--- config.mk ---
export PLATFORM = sky130hd
export DESIGN_NAME = regfile_wb_queue_flat
export DESIGN_NICKNAME = d
export VERILOG_FILES = /design/src/rtl/regfile_wb_queue_if.sv /design/src/rtl/regfile_wb_queue.sv /design/src/flat_wrapper.sv
export SDC_FILE = /design/constraint.sdc
export NUM_CORES = 1
export LEC_CHECK = 0
export ABC_AREA = 1
export BUFFER_PORTS_ARGS = -buffer_cell sky130_fd_sc_hd__buf_2
export CAP_MARGIN = 20
export CORE_MARGIN = 2
export CORE_UTILIZATION = 33
export CTS_CLUSTER_DIAMETER = 200
export DETAILED_ROUTE_END_ITERATION = 12
export GPL_ROUTABILITY_DRIVEN = 0
export PLACE_DENSITY = 0.62
export SYNTH_ARGS = -nofsm -noshare
export SYNTH_HDL_FRONTEND = slang
export SYNTH_SLANG_ARGS = --single-unit
--- constraint.sdc ---
create_clock -name i_clk -period 3.13 [get_ports i_clk]
set_input_delay 0.626 -clock i_clk [delete_from_list [all_inputs] [get_ports i_clk]]
set_output_delay 0.626 -clock i_clk [all_outputs]
set_load 0.03 [all_outputs]
--- src/rtl/regfile_wb_queue_if.sv ---
// Bus bundle for regfile_wb_queue: two result sources, drain stall, hazard lookup
// and the registered register-file write port. The DUT uses the slave modport.
interface regfile_wb_queue_if #(
  parameter int DEPTH  = 4,
  parameter int DATA_W = 32,
  parameter int ADDR_W = 5
);
  localparam int CNT_W = $clog2(DEPTH) + 1;

  logic              alu_valid;
  logic              alu_ready;
  logic [ADDR_W-1:0] alu_reg;
  logic [DATA_W-1:0] alu_data;
  logic              mem_valid;
  logic              mem_ready;
  logic [ADDR_W-1:0] mem_reg;
  logic [DATA_W-1:0] mem_data;
  logic              wb_stall;
  logic [ADDR_W-1:0] chk_reg;
  logic              chk_pending;
  logic              regwrite;
  logic [ADDR_W-1:0] write_reg;
  logic [DATA_W-1:0] write_data;
  logic [CNT_W-1:0]  count;

  modport slave (
    input  alu_valid, alu_reg, alu_data,
    input  mem_valid, mem_reg, mem_data,
    input  wb_stall, chk_reg,
    output alu_ready, mem_ready, chk_pending,
    output regwrite, write_reg, write_data, count
  );

  modport master (
    output alu_valid, alu_reg, alu_data,
    output mem_valid, mem_reg, mem_data,
    output wb_stall, chk_reg,
    input  alu_ready, mem_ready, chk_pending,
    input  regwrite, write_reg, write_data, count
  );
endinterface

--- src/rtl/regfile_wb_queue.sv ---
// Writeback queue: round-robin ALU/load arbitration, DEPTH-entry FIFO, one registered
// register-file write per cycle, pending-write lookup. Option macro: WB_DISCARD_R0_EN.
module regfile_wb_queue #(
  parameter int DEPTH  = 4,
  parameter int DATA_W = 32,
  parameter int ADDR_W = 5
) (
  input  logic                i_clk,
  input  logic                i_rst_n,
  regfile_wb_queue_if.slave   bus
);
  localparam int PTR_W = $clog2(DEPTH);
  localparam int CNT_W = PTR_W + 1;

  logic [ADDR_W-1:0] r_reg  [DEPTH];
  logic [DATA_W-1:0] r_data [DEPTH];
  logic [PTR_W-1:0]  r_wrPtr;
  logic [PTR_W-1:0]  r_rdPtr;
  logic [CNT_W-1:0]  r_count;
  logic              r_rrMem;
  logic              r_regwrite;
  logic [ADDR_W-1:0] r_writeReg;
  logic [DATA_W-1:0] r_writeData;

  logic              w_full;
  logic              w_aluGrant;
  logic              w_memGrant;
  logic              w_xfer;
  logic [ADDR_W-1:0] w_inReg;
  logic [DATA_W-1:0] w_inData;
  logic              w_drop;
  logic              w_accept;
  logic              w_pop;
  logic              w_bypass;
  logic              w_enq;
  logic              w_chkHit;

  // The pointer only matters when both sources compete; a lone source always wins.
  assign w_full     = (r_count == CNT_W'(DEPTH));
  assign w_aluGrant = bus.alu_valid && !w_full && (!bus.mem_valid || !r_rrMem);
  assign w_memGrant = bus.mem_valid && !w_full && (!bus.alu_valid ||  r_rrMem);
  assign w_xfer     = w_aluGrant || w_memGrant;
  assign w_inReg    = w_memGrant ? bus.mem_reg  : bus.alu_reg;
  assign w_inData   = w_memGrant ? bus.mem_data : bus.alu_data;

`ifdef WB_DISCARD_R0_EN
  assign w_drop = w_xfer && (w_inReg == '0);
`else
  assign w_drop = 1'b0;
`endif

  assign w_accept = w_xfer && !w_drop;
  assign w_pop    = !bus.wb_stall && (r_count != '0);
  assign w_bypass = !bus.wb_stall && (r_count == '0) && w_accept;
  assign w_enq    = w_accept && !w_bypass;

  always_ff @(posedge i_clk) begin
    if (w_enq) begin
      r_reg[r_wrPtr]  <= w_inReg;
      r_data[r_wrPtr] <= w_inData;
    end
  end

  always_ff @(posedge i_clk or negedge i_rst_n) begin
    if (!i_rst_n) begin
      r_wrPtr     <= '0;
      r_rdPtr     <= '0;
      r_count     <= '0;
      r_rrMem     <= 1'b0;
      r_regwrite  <= 1'b0;
      r_writeReg  <= '0;
      r_writeData <= '0;
    end else begin
      if (w_enq) r_wrPtr <= r_wrPtr + 1'b1;
      if (w_pop) r_rdPtr <= r_rdPtr + 1'b1;
      case ({w_enq, w_pop})
        2'b10:   r_count <= r_count + 1'b1;
        2'b01:   r_count <= r_count - 1'b1;
        default: r_count <= r_count;
      endcase
      // Dropped transfers leave the pointer alone so they cannot steal a turn.
      if (w_accept) r_rrMem <= w_aluGrant;
      if (w_pop) begin
        r_regwrite  <= 1'b1;
        r_writeReg  <= r_reg[r_rdPtr];
        r_writeData <= r_data[r_rdPtr];
      end else if (w_bypass) begin
        r_regwrite  <= 1'b1;
        r_writeReg  <= w_inReg;
        r_writeData <= w_inData;
      end else begin
        r_regwrite  <= 1'b0;
      end
    end
  end

  // An entry is live when its distance from the read pointer is below the occupancy.
  always_comb begin
    w_chkHit = 1'b0;
    for (int i = 0; i < DEPTH; i++) begin
      if (({1'b0, PTR_W'(i) - r_rdPtr} < r_count) && (r_reg[i] == bus.chk_reg))
        w_chkHit = 1'b1;
    end
    if (r_regwrite && (r_writeReg == bus.chk_reg))
      w_chkHit = 1'b1;
`ifdef WB_DISCARD_R0_EN
    if (bus.chk_reg == '0)
      w_chkHit = 1'b0;
`endif
  end

  assign bus.alu_ready   = w_aluGrant;
  assign bus.mem_ready   = w_memGrant;
  assign bus.chk_pending = w_chkHit;
  assign bus.regwrite    = r_regwrite;
  assign bus.write_reg   = r_writeReg;
  assign bus.write_data  = r_writeData;
  assign bus.count       = r_count;
endmodule

--- src/flat_wrapper.sv ---
// flat-port wrapper written by rule: the top's interface ports become plain ports
module regfile_wb_queue_flat 
#(
  parameter int DEPTH  = 4,
  parameter int DATA_W = 32,
  parameter int ADDR_W = 5
)
  (i_clk, i_rst_n, bus_alu_valid, bus_alu_reg, bus_alu_data, bus_mem_valid, bus_mem_reg, bus_mem_data, bus_wb_stall, bus_chk_reg, bus_alu_ready, bus_mem_ready, bus_chk_pending, bus_regwrite, bus_write_reg, bus_write_data, bus_count);
  regfile_wb_queue_if #(.DEPTH(DEPTH), .DATA_W(DATA_W), .ADDR_W(ADDR_W)) bus_i ();
  input  logic i_clk;
  input  logic i_rst_n;
  input wire logic [$bits(bus_i.alu_valid)-1:0] bus_alu_valid;
  input wire logic [$bits(bus_i.alu_reg)-1:0] bus_alu_reg;
  input wire logic [$bits(bus_i.alu_data)-1:0] bus_alu_data;
  input wire logic [$bits(bus_i.mem_valid)-1:0] bus_mem_valid;
  input wire logic [$bits(bus_i.mem_reg)-1:0] bus_mem_reg;
  input wire logic [$bits(bus_i.mem_data)-1:0] bus_mem_data;
  input wire logic [$bits(bus_i.wb_stall)-1:0] bus_wb_stall;
  input wire logic [$bits(bus_i.chk_reg)-1:0] bus_chk_reg;
  output wire logic [$bits(bus_i.alu_ready)-1:0] bus_alu_ready;
  output wire logic [$bits(bus_i.mem_ready)-1:0] bus_mem_ready;
  output wire logic [$bits(bus_i.chk_pending)-1:0] bus_chk_pending;
  output wire logic [$bits(bus_i.regwrite)-1:0] bus_regwrite;
  output wire logic [$bits(bus_i.write_reg)-1:0] bus_write_reg;
  output wire logic [$bits(bus_i.write_data)-1:0] bus_write_data;
  output wire logic [$bits(bus_i.count)-1:0] bus_count;
  assign bus_i.alu_valid = bus_alu_valid;
  assign bus_i.alu_reg = bus_alu_reg;
  assign bus_i.alu_data = bus_alu_data;
  assign bus_i.mem_valid = bus_mem_valid;
  assign bus_i.mem_reg = bus_mem_reg;
  assign bus_i.mem_data = bus_mem_data;
  assign bus_i.wb_stall = bus_wb_stall;
  assign bus_i.chk_reg = bus_chk_reg;
  assign bus_alu_ready = bus_i.alu_ready;
  assign bus_mem_ready = bus_i.mem_ready;
  assign bus_chk_pending = bus_i.chk_pending;
  assign bus_regwrite = bus_i.regwrite;
  assign bus_write_reg = bus_i.write_reg;
  assign bus_write_data = bus_i.write_data;
  assign bus_count = bus_i.count;
  regfile_wb_queue #(.DEPTH(DEPTH), .DATA_W(DATA_W), .ADDR_W(ADDR_W)) u_core (.i_clk(i_clk), .i_rst_n(i_rst_n), .bus(bus_i));
endmodule
==> results of run 1 <==
-- how the worst max path moves through the flow --
stage | startpoint | to | slack (ps)
CTS | u_core.r_rdPtr[1] | bus_chk_pending | 160
global placement | u_core.r_rdPtr[1] | bus_chk_pending | 680
detailed placement | u_core.r_rdPtr[1] | bus_chk_pending | 650
floorplan | u_core.bus.count[0] | u_core.r_data[0][0] | -80
finish | u_core.r_rdPtr[1] | bus_chk_pending | 210
global route | u_core.r_rdPtr[1] | bus_chk_pending | 8
-- power breakdown --
| group | total [W] | switching [W] | internal (W) |
|---|---|---|---|
| sequential | 0.00425 | 0.000394 | 0.00386 |
| clock | 0.00229 | 0.000993 | 0.00129 |
| combinational | 0.00460 | 0.00328 | 0.00132 |
-- layout make-up --
| class | instances | share of cell area, % |
|---|---|---|
| inverters | 45 | 1.52 |
| repair buffers | 147 | 7.35 |
| multi-input cells | 795 | 30.8 |
| clock inverters | 13 | 1.54 |
| flip-flops and latches | 194 | 50.5 |
| clock buffers | 19 | 4.00 |
| well taps | 378 | 4.27 |
-- per-layer routing --
metal	vias to the layer above	GRT usage [%]	part of all wire [%]	wire length [um]
li1	3641	-	-	-
met1	3316	20.9	48	11000
met2	167	25.8	46	10500
met3	14	3.01	4.5	1030
met4	0	4.13	0.96	218
met5	-	0	0	0
-- cells by family (layout without fill, tap and decap cells) --
kind of cell	Yosys count	count (layout)	share of synthesized area (%)
AOI/OAI and AO/OA	18	18	1.10
buffers and inverters	96	224	4.76
DFF	194	194	59.4
adders and majority gates	10	10	1.41
xor gates and xnor gates	13	13	1.21
and+or+nand+nor	754	754	32.1
-- per-stage QoR --
step | setup slack [ps] | hold slack (ps) | instances | cell area (um2) | power [W]
finish | 206 | 234 | 1591 | 11100 | 0.0111
global route | 7.72 | 260 | 1591 | 11100 | 0.0120
CTS | 161 | 242 | 1591 | 11100 | 0.0113
detailed placement | 651 | 460 | 1559 | 10500 | 0.00895
global placement | 681 | 459 | 1559 | 10500 | 0.00887
floorplan | -82.5 | 330 | 1085 | 9410 | 0.00755
-- critical path, stage by stage (launching register included) --
cell and delay, ps:
dfrtp_4 590, inv_2 110, nand2_1 60, nand2_1 100, ha_1 230, a21boi_0 120, o21ai_0 230, nand3_1 110
nand3_1 110, buf_2 210
-- layout by cell type (no fill, tap or decap), drive strengths merged --
cell,n
nand2,610
edfxtp,148
buf,147
nor2,98
inv,50
dfrtp,46
nand3,43
clkbuf,19
o21ai,14
ha,9
xnor2,8
xor2,5
a21oi,3
bufinv,3
clkinv,3
nand4,2
clkinvlp,2
nor3,1
a21boi,1
fa,1
==> run_results.csv, run 1 <==
group,metric,value,unit
layout,final_util,39.7,%
floorplanning,initial_utilization,33.7,%
sta,tightest_slew,824,ps
global_route,globalRouteOverflowTotal,0,
critical_path,worstPathMaxFanout,16,
run_status,status,"complete, no violations",
yosys,synth_cell_types,28,
route,via_per_inst,4.49,
critical_path,worstRegToRegCells,9,
power_and_ir_drop,p_per_area,1000,mW/mm2
placed_design,dp_hpwl,14.4,mm
route,drc,0,
power_and_ir_drop,power_leakage,5.34,nW
layout,fillers,2830,
sta,relSlewSlack,45.1,%
yosys,ys_async_sr_fraction,23.7,%
power_and_ir_drop,worst_ir_drop_vdd,434,uV
yosys,yosysMostFrequentCell,"nand2_1",
clocking,cts-root-buf,"clkbuf_16",
route,first_iter_violations,391,
yosys,yosys_warnings,0,
yosys,syn-cell-area,0.00941,mm2
sta,tns,0,ps
critical_path,arrival,2300,ps
layout,syn2layout_area_growth,17.7,%
clocking,clk_pin_slew,70,ps
yosys,ys_seq_area_share,59.4,%
critical_path,r2r-end,"u_core.bus.count[2]",
clocking,post_cts_resized,0,
yosys,synthCells,1085,
layout,multi_input_area,0.00341,mm2
route,ant_nets,0,
layout,num_antenna_cells,0,
sta,period_share,93.4,%
global_route,grt_pass1_vias,7005,
yosys,yosys_register_bits,194,
placed_design,io_buffers,127,
yosys,synth-edff-count,148,
floorplanning,io_pins,128,
layout,drive_above_1_share,17.6,%
layout,nNetsFinal,1294,
clocking,cts_tree,"done",
floorplanning,fp-row-count,61,
yosys,synth_commonest_cells,"nand2_1 (597), edfxtp_1 (148), nor2_1 (97), dfrtp_1 (46), inv_1 (42)",
sta,setup_viol,0,
clocking,cts_max_path_buffers,2,
clocking,cts_made_buffers,17,
route,routed_wl,22.7,mm
route,wl_per_cell,14.3,um
floorplanning,die_w,173,um
global_route,grt_pass1_wl,36.6,mm
critical_path,r2r-start,"u_core.bus.count[0]",
critical_path,crit_required,2500,ps
layout,largest_reg_flops,128,
yosys,synth_area_leaders,"edfxtp_1 (47%), nand2_1 (24%), dfrtp_1 (12%)",
clocking,cts.sinks,194,
sta,slew_violations,0,
sta,finClkSkew,11.7,ps
floorplanning,die_h,173,um
yosys,yosys.area.top_type,"edfxtp_1",
floorplanning,dieArea,0.0299,mm2
yosys,synth_ff_type,"edfxtp_1",
yosys,synth_area_per_cell,8.68,um2
floorplanning,core-area,0.0279,mm2
min_path,hp-class,"in -> async",
yosys,syn-num-nets,1179,
critical_path,regToRegSetupSlack,780,ps
sta,hold_viol_final,0,
route,vias,7138,
yosys,yosysTopAreaCellShare,47.2,%
global_route,antenna_found_initial,0,
sta,max_freq,342,MHz
sta,rsz0062_at_grt,"false",
run,cap_violations,0,
route,firstDrtPassIters,5,
clocking,postCtsSetupRepairBufs,0,
global_route,grt_max_degree,78,
clocking,holdBufCountCts,0,
sta,fin_crit,2920,ps
critical_path,end_kind,"output pin",
clocking,htree_levels,4,
layout,seq_area,0.00560,mm2
critical_path,startpoint_type,"flip-flop",
critical_path,critPathKind,"reg -> out",
global_route,grtUsageTotal,15.6,%
clocking,clock_latency,430,ps
No activity file was read; power rests on OpenSTA's default activity.
==> run 2: changes to the inputs <==
--- a/config.mk
+++ b/config.mk
@@ -10,6 +10,7 @@
 export CAP_MARGIN = 20
 export CORE_MARGIN = 2
 export CORE_UTILIZATION = 33
+export CTS_BUF_LIST = sky130_fd_sc_hd__clkbuf_16
 export CTS_CLUSTER_DIAMETER = 200
 export DETAILED_ROUTE_END_ITERATION = 12
 export GPL_ROUTABILITY_DRIVEN = 0
==> run 2 against run 1 <==
  * Worst hold slack hardly changed
  * Sequential share of layout area hardly changed
  * Global-route usage stayed put
  * Final cell count stayed put
  * Register-to-register slack hardly changed
  * First-iteration DRC count is 1.0% higher
  * Cell area hardly changed
  * Via count hardly changed
  * Count of clock-buffer cells in the layout is 2 lower
  * Power is 0.25% lower
  * Non-clock buffer count stayed put
  * Sequential cell count stayed put
  * Critical path type unchanged
  * Largest cell class unchanged
  * Largest power group unchanged
  * Highest routed layer unchanged
==> run_results.csv, run 2 (synthesized netlist as in run 1, its figures left out) <==
group,metric,value,unit
min_path,hp-class,"in -> async",
layout,layout_commonest_cell,"nand2_1",
layout,instances_no_fill,1591,
clocking,postCtsSetupRepairBufs,0,
layout,num_antenna_cells,0,
route,drc,0,
critical_path,r2r-end,"u_core.bus.count[2]",
layout,drive_above_1_share,17.5,%
sta,tns,0,ps
power_and_ir_drop,internal_power,0.00644,W
power_and_ir_drop,p_sw,0.00466,W
placed_design,dp_hpwl,14.4,mm
critical_path,critPathMaxStageDelay,580,ps
critical_path,regToRegSetupSlack,770,ps
floorplanning,die_w,173,um
floorplanning,io_pins,128,
critical_path,worstPathMaxFanout,16,
layout,largest_reg_flops,128,
clocking,clock_latency,440,ps
placed_design,io_buffers,127,
global_route,grt_pass1_wl,36.6,mm
power_and_ir_drop,switching_share,42.0,%
sta,tightest_slew,829,ps
placed_design,dp.cells,1559,
critical_path,arrival,2300,ps
global_route,grt_max_degree,78,
power_and_ir_drop,p_seq_share,38.3,%
power_and_ir_drop,worst_ir_drop_vdd,435,uV
sta,rsz0062_at_grt,"false",
layout,nNetsFinal,1294,
route,via_per_inst,4.49,
sta,finClkSkew,13.0,ps
floorplanning,die_h,173,um
route,ant_nets,0,
power_and_ir_drop,p_per_area,1000,mW/mm2
critical_path,end_kind,"output pin",
global_route,grtUsageTotal,15.6,%
power_and_ir_drop,combPwrFrac,41.4,%
sta,setup_viol,0,
sta,hold_viol_final,0,
layout,syn2layout_area_growth,17.6,%
floorplanning,initial_utilization,33.7,%
global_route,globalRouteOverflowTotal,0,
critical_path,crit_chain,"inv_2 > nand2_1 > nand2_1 > ha_1 > a21boi_0 > o21ai_0 > nand3_1 > nand3_1 > buf_2",
route,vias,7145,
route,firstDrtPassIters,6,
clocking,cts_made_buffers,17,
critical_path,crit_required,2500,ps
clocking,cts.sinks,194,
sta,period_share,93.3,%
sta,slew_violations,0,
critical_path,worstRegToRegCells,9,
layout,fillers,2833,
run_status,status,"complete, no violations",
clocking,htree_levels,4,
clocking,clk_pin_slew,70,ps
critical_path,cpMaxStageDelayCell,"dfrtp_4",
clocking,cts_max_path_buffers,2,
power_and_ir_drop,p_clk_share,20.3,%
critical_path,r2r-start,"u_core.bus.count[0]",
layout,multi_input_area,0.00341,mm2
run,cap_violations,0,
layout,layout_common_cells,"nand2_1 (596), edfxtp_1 (148), buf_2 (127)",
sta,relSlewSlack,44.7,%
floorplanning,core-area,0.0279,mm2
clocking,cts-root-buf,"clkbuf_16",
clocking,cts_tree,"done",
power_and_ir_drop,power_leakage,5.34,nW
floorplanning,fp-row-count,61,
critical_path,startpoint_type,"flip-flop",
route,first_iter_violations,395,
power_and_ir_drop,totalPowerFinal,0.0111,W
floorplanning,dieArea,0.0299,mm2
route,routed_wl,22.8,mm
layout,seq_area,0.00560,mm2
global_route,grt_pass1_vias,7005,
sta,max_freq,342,MHz
route,wl_per_cell,14.3,um
sta,fin_crit,2920,ps
global_route,antenna_found_initial,0,
critical_path,critPathKind,"reg -> out",
[run 2: critical path: cells and delay by family (launching register included)]
family | cells | cell delay, ps
flops | 1 | 580
simple gates | 4 | 380
compound gates | 2 | 350
buf+inv | 2 | 320
fa+ha+maj | 1 | 230
[run 2: area by class of cell]
cell class | instances | area share, %
tap | 378 | 4.27
timing repair buffer | 147 | 7.36
sequential | 194 | 50.6
clock buffer | 17 | 3.84
multi-input combinational | 795 | 30.8
inverter | 45 | 1.53
clock inverter | 15 | 1.60
[run 2: power groups by stage]
stage	registers, W	logic [W]	clock network [W]
after CTS	0.00425	0.00469	0.00231
after detailed placement	0.00430	0.00466	0
after floorplan	0.00475	0.00280	0
final	0.00425	0.00460	0.00226
after global routing	0.00434	0.00523	0.00241
after global placement	0.00427	0.00459	0
[run 2: worst max path at each step]
stage                     cells past startpoint                start                  end
after floorplan                               7  u_core.bus.count[0]  u_core.r_data[0][0]
after global placement                       10    u_core.r_rdPtr[1]      bus_chk_pending
after detailed placement                     10    u_core.r_rdPtr[1]      bus_chk_pending
after CTS                                     9    u_core.r_rdPtr[1]      bus_chk_pending
after global routing                         13    u_core.r_rdPtr[1]      bus_chk_pending
final                                         9    u_core.r_rdPtr[1]      bus_chk_pending
[run 2: per-stage QoR]
stage	area, um2	utilization [%]	setup slack, ps	hold slack (ps)
3_3_place_gp	10500	37.5	681	459
4_1_cts	11100	39.6	161	242
5_1_grt	11100	39.6	7.72	261
6_report	11100	39.6	209	234
3_5_place_dp	10500	37.5	651	460
2_1_floorplan	9410	-	-82.5	330
[run 2: routing by layer]
metal	track usage [%]	share of wire (%)
met5	0	0
met4	4.13	1.0
met3	3.01	4.4
met2	25.8	46
met1	20.9	48
[run 2: timing repair]
item / CTS / global route
hold buffers: 0 / 0
setup endpoints to repair: 0 / 1
gates resized for setup: 0 / 2
